File: src/rtl/round_robin_arbiter_with_lock_and_timeout_if.sv
// ============================================================================
// Module   : round_robin_arbiter_with_lock_and_timeout_if
// Brief    : Request/grant bundle between requesters and the arbiter.
// Revision : 1.0 - initial release
// ============================================================================
`default_nettype none

interface round_robin_arbiter_with_lock_and_timeout_if #(
    parameter int N_REQ = 4
);
    localparam int IDXW = (N_REQ > 1) ? $clog2(N_REQ) : 1;

    logic [N_REQ-1:0] requests;
    logic [N_REQ-1:0] grants;
    logic             grant_valid;
    logic [IDXW-1:0]  grant_index;
    logic             timeout;

    modport master (
        output requests,
        input  grants,
        input  grant_valid,
        input  grant_index,
        input  timeout
    );

    modport slave (
        input  requests,
        output grants,
        output grant_valid,
        output grant_index,
        output timeout
    );
endinterface

`default_nettype wire

File: src/rtl/round_robin_arbiter_with_lock_and_timeout.sv
// ============================================================================
// Module   : round_robin_arbiter_with_lock_and_timeout
// Brief    : Round-robin arbiter; owner keeps the grant up to MAX_HOLD cycles.
// Revision : 1.0 - initial release
// ============================================================================
`default_nettype none

module round_robin_arbiter_with_lock_and_timeout #(
    parameter int N_REQ    = 4,
    parameter int MAX_HOLD = 8
) (
    input  wire logic clk,
    input  wire logic rst,
    round_robin_arbiter_with_lock_and_timeout_if.slave bus
);
    localparam int IDXW = (N_REQ > 1) ? $clog2(N_REQ) : 1;
    localparam int CW   = $clog2(MAX_HOLD + 1);
    localparam logic [CW-1:0] c_MAX_HOLD = CW'(MAX_HOLD);

    typedef enum logic [0:0] {
        S_IDLE  = 1'b0,
        S_GRANT = 1'b1
    } state_t;

    state_t           r_state, w_nxt_state;
    logic [IDXW-1:0]  r_last, w_nxt_last;
    logic [CW-1:0]    r_cnt, w_nxt_cnt;
    logic [N_REQ-1:0] r_grants, w_nxt_grants;
    logic [IDXW-1:0]  r_index, w_nxt_index;
    logic             r_valid;
    logic             r_timeout, w_nxt_timeout;

    logic             w_pick_found;
    logic [IDXW-1:0]  w_pick_idx;
    logic [IDXW-1:0]  w_scan_idx;
    logic             w_owner_req;

    // Scan from the farthest candidate down to last+1 so the nearest set bit
    // overwrites the others; the current owner ends up with lowest priority.
    always_comb begin
        w_pick_found = 1'b0;
        w_pick_idx   = '0;
        w_scan_idx   = '0;
        for (int k = N_REQ; k >= 1; k--) begin
            w_scan_idx = IDXW'((int'(r_last) + k) % N_REQ);
            if (bus.requests[w_scan_idx]) begin
                w_pick_found = 1'b1;
                w_pick_idx   = w_scan_idx;
            end
        end
    end

    assign w_owner_req = bus.requests[r_last];

    always_comb begin
        w_nxt_state   = r_state;
        w_nxt_last    = r_last;
        w_nxt_cnt     = r_cnt;
        w_nxt_grants  = r_grants;
        w_nxt_index   = r_index;
        w_nxt_timeout = 1'b0;

        if (r_state == S_GRANT && w_owner_req && r_cnt < c_MAX_HOLD) begin
            w_nxt_cnt = r_cnt + CW'(1);
        end else if (w_pick_found) begin
            // New grant: fresh arbitration, release hand-off or forced rotation.
            w_nxt_timeout = (r_state == S_GRANT) && w_owner_req;
            w_nxt_state   = S_GRANT;
            w_nxt_last    = w_pick_idx;
            w_nxt_index   = w_pick_idx;
            w_nxt_cnt     = CW'(1);
            w_nxt_grants  = N_REQ'(1) << w_pick_idx;
        end else begin
            w_nxt_state  = S_IDLE;
            w_nxt_cnt    = '0;
            w_nxt_grants = '0;
        end
    end

    always_ff @(posedge clk) begin
        if (rst) begin
            r_state   <= S_IDLE;
            r_last    <= IDXW'(N_REQ - 1);
            r_cnt     <= '0;
            r_grants  <= '0;
            r_index   <= '0;
            r_valid   <= 1'b0;
            r_timeout <= 1'b0;
        end else begin
            r_state   <= w_nxt_state;
            r_last    <= w_nxt_last;
            r_cnt     <= w_nxt_cnt;
            r_grants  <= w_nxt_grants;
            r_index   <= w_nxt_index;
            r_valid   <= |w_nxt_grants;
            r_timeout <= w_nxt_timeout;
        end
    end

    assign bus.grants      = r_grants;
    assign bus.grant_valid = r_valid;
    assign bus.grant_index = r_index;
    assign bus.timeout     = r_timeout;

endmodule

`default_nettype wire

File: src/flat_wrapper.sv
// flat-port wrapper written by rule: the top's interface ports become plain ports
module round_robin_arbiter_with_lock_and_timeout_flat 
#(
    parameter int N_REQ    = 4,
    parameter int MAX_HOLD = 8
)
  (clk, rst, bus_requests, bus_grants, bus_grant_valid, bus_grant_index, bus_timeout);
  round_robin_arbiter_with_lock_and_timeout_if #(.N_REQ(N_REQ)) bus_i ();
  input  wire logic clk;
  input  wire logic rst;
  input wire logic [$bits(bus_i.requests)-1:0] bus_requests;
  output wire logic [$bits(bus_i.grants)-1:0] bus_grants;
  output wire logic [$bits(bus_i.grant_valid)-1:0] bus_grant_valid;
  output wire logic [$bits(bus_i.grant_index)-1:0] bus_grant_index;
  output wire logic [$bits(bus_i.timeout)-1:0] bus_timeout;
  assign bus_i.requests = bus_requests;
  assign bus_grants = bus_i.grants;
  assign bus_grant_valid = bus_i.grant_valid;
  assign bus_grant_index = bus_i.grant_index;
  assign bus_timeout = bus_i.timeout;
  round_robin_arbiter_with_lock_and_timeout #(.N_REQ(N_REQ), .MAX_HOLD(MAX_HOLD)) u_core (.clk(clk), .rst(rst), .bus(bus_i));
endmodule
File: config.mk
export PLATFORM = sky130hd
export DESIGN_NAME = round_robin_arbiter_with_lock_and_timeout_flat
export DESIGN_NICKNAME = d
export VERILOG_FILES = /design/src/rtl/round_robin_arbiter_with_lock_and_timeout_if.sv /design/src/rtl/round_robin_arbiter_with_lock_and_timeout.sv /design/src/flat_wrapper.sv
export SDC_FILE = /design/constraint.sdc
export NUM_CORES = 1
export LEC_CHECK = 0
export ABC_AREA = 1
export BUFFER_PORTS_ARGS = -buffer_cell sky130_fd_sc_hd__buf_2
export CAP_MARGIN = 20
export CORE_MARGIN = 2
export CORE_UTILIZATION = 50
export CTS_BUF_LIST = sky130_fd_sc_hd__clkbuf_4 sky130_fd_sc_hd__clkbuf_8
export DETAILED_ROUTE_END_ITERATION = 16
export MAX_ROUTING_LAYER = met4
export PLACE_DENSITY = 0.72
export RECOVER_POWER = 50
export SYNTH_ARGS = -nofsm -noshare
export SYNTH_HDL_FRONTEND = slang
export SYNTH_SLANG_ARGS = --single-unit
File: constraint.sdc
create_clock -name clk -period 2.05 [get_ports clk]
set_input_delay 0.41 -clock clk [delete_from_list [all_inputs] [get_ports clk]]
set_output_delay 0.41 -clock clk [all_outputs]
set_load 0.03 [all_outputs]
==> metrics <==
status completed; final core utilization 60.63%; power share of the combinational group 64.2%; Synth Area in Simple Gates 42.39%; first-pass GRT wire length 2601 µm; number of global-route vias before repair 650; GRT overflow 0; Fillers 155; cts bufs inserted 3; DR vias 700; RSZ-0062 raised after global routing no; post-synth top area share 35.45%; storage element area 300.3 µm²; Starting Density 54.95%; post-route ant nets 0; Hold WS 0.4023 ns; port buffer count 13; Area contributors post-synth dfxtp_1, nand2_1, nand2_2, nand3_2, a21oi_1; fraction of layout cells with a size suffix above 1 29.01%; Clock transition at path regs 0.09 ns; overall die width 45.16 µm; largest net degree at the start of global routing 10; Switching Power 0.0009019 W; Via density 4.762; XOR/XNOR share of the synthesized area 1.034%; pwr dens 1834 mW/mm²; total clock sinks 15; Inserted Diodes 0; Async SR Flop Fraction 0%; drc violations 0; Syn. warnings 0; PostCTS Resize Cnt 0; CTS tree built; Layout Skew 0.003088 ns; H-tree depth 1; die area 0.002039 mm²; multi-input logic area 452.9 µm²; DRT Wirelength 1447 µm; post-synthesis sequential area ratio 35.45%; WL/cell 9.844 µm; Clock Latency Late Sink 0.28 ns; count of final setup violators 0; GRT Overall Usage 18.41%; initial DRC count 18; Post-DP HPWL 1188 µm; initial antenna violation count 0; Internal 0.0008119 W; main combinational cell family by area after synthesis simple AND/OR/NAND/NOR gates; I/O pin total 14; Clk network pwr share 9.6%; Post-synth EDFFs 0; Gate Count Post-Synth 115; Seq cells post-synth 15; Overall Power 0.001714 W; worst min path class in -> reg; CP Capture Type flip-flop; root cell of the clock tree clkbuf_4; hold buffers post-CTS 0; most frequent cells after synthesis nand2_1, dfxtp_1, nand2_2, inv_1, a21oi_1; most frequent cell after synthesis nand2_1; Tcrit/Tclk final 85.61%; peak fanout along the critical path 7; Net Count, Synth 122; switching part of the total 52.62%; maxcap violations 0; Core Region 0.001541 mm²; Slew HR 75.24%; adder-cell share of the synthesized area 1.477%; CP startpoint kind flip-flop; IR drop worst, VDD 0.0009288 V; Die Height 45.16 µm; final RePlAce weighted congestion 0.8762; minimum clock period 1.755 ns; pins over their slew limit 0; Main synth FF type dfxtp_1; Max Buffers Root-to-Sink 2; Max Clock Freq 569.8 MHz; Slew @ Worst Pin 0.3730 ns; CP Class reg -> reg; Hold Fails Final Rpt 0; Synth Area in Compound Gates 9.453%; synth unique cells 22; Final #Nets 139; Rows 14; Mean Syn Cell Area 7.366 µm²; area leader, netlist dfxtp_1; Setup Fix Bufs, Post-CTS 0; Crit path required time 2.23 ns; cell area after synthesis 847.1 µm²; mux cell area share after synthesis 0%; Worst Path Arrival 1.93 ns; Layout area overhead 10.34%; router iterations before antenna repair 4; final setup TNS 0 ns; Seq pwr share 26.1%; static leakage 0.4855 nW
==> final cells by class <==
type,count,area share [%]
sequential,15,32.13
clock buffer,3,2.410
clock inverter,1,0.5355
multi-input combinational,81,48.46
tap,16,2.142
timing repair buffer,14,6.693
inverter,17,7.631
==> through the flow <==
stage | std cells | cell area, µm² | setup WS (ns)
floorplan | 115 | 847.1 | 0.5974
global placement | 143 | 924.6 | 0.3814
detailed placement | 143 | 924.6 | 0.3619
CTS | 147 | 952.2 | 0.3337
global route | 147 | 934.6 | 0.1112
finish | 147 | 934.6 | 0.2950
==> critical path, cell delays in order, from the launching register on <==
cell and delay [ns]:
dfxtp_1 0.45, buf_4 0.20, nand2_2 0.07, nand3_1 0.08, nand2_1 0.12, nor2_1 0.12, nand3_1 0.15, nand2_4 0.13
inv_4 0.05, nand3_2 0.07, nand2_1 0.05, nor2_1 0.09, a21oi_1 0.07
==> cells in the final DEF (no fill, tap or decap) <==
master    count
clkinv_2      1
inv_6         1
nand3_2       4
a21oi_1       9
nand2_1      33
inv_1        10
nand2_2      10
ha_1          1
nand3_1       4
inv_2         5
inv_4         1
clkbuf_1      8
nand4_1       2
nor3_1        1
o21ai_2       2
buf_4         1
o211ai_1      1
xnor2_1       1
nor2_8        1
o21ai_0       2
nand2_4       4
clkbuf_4      3
nor2_1        6
buf_2         5
dfxtp_1      15
==> power groups by stage <==
stage / clock network [W] / registers (W) / logic (W)
after floorplan: 0 / 0.000548 / 0.000851
after global placement: 0 / 0.000452 / 0.00112
after detailed placement: 0 / 0.000451 / 0.00114
after CTS: 0.000169 / 0.000446 / 0.00114
after global routing: 0.000182 / 0.000458 / 0.00125
final: 0.000165 / 0.000448 / 0.00110
==> per-layer routing <==
layer	vias to the layer above	share of wire, %	global-route usage (%)
met5	-	0	-
met4	0	2.1	8.824
met3	5	3.5	4.800
met2	8	44	27.14
met1	291	50	23.33
li1	396	-	-
==> registers in the layout, summed over array words and instances (netlist names) <==
signal,cells
u_core.bus.grant_index,2
u_core.bus.grant_valid,1
u_core.bus.grants,4
u_core.bus.timeout,1
u_core.r_cnt,4
u_core.r_last,2
u_core.r_state,1
==> cells by family (layout without fill, tap and decap cells) <==
kind of cell             after synthesis  in the layout
buffers and inverters                 19             35
AND/OR/NAND/NOR                       65             65
flip-flops                            15             15
AO/OA/AOI/OAI                         14             14
XOR/XNOR                               1              1
adder cells (fa/ha/maj)                1              1
==> final timing paths <==
kind / depth (start not counted) / from / end / slack [ns]
setup / recovery: 12 / u_core.r_last[0] / u_core.bus.grant_valid / 0.29
hold / removal: 2 / rst / u_core.bus.grants[2] / 0.40
setup reg to reg: 12 / u_core.r_last[0] / u_core.bus.grant_valid / 0.29
hold reg to reg: 2 / u_core.r_cnt[1] / u_core.r_cnt[3] / 0.46
Power figures use the tool's default switching activity.
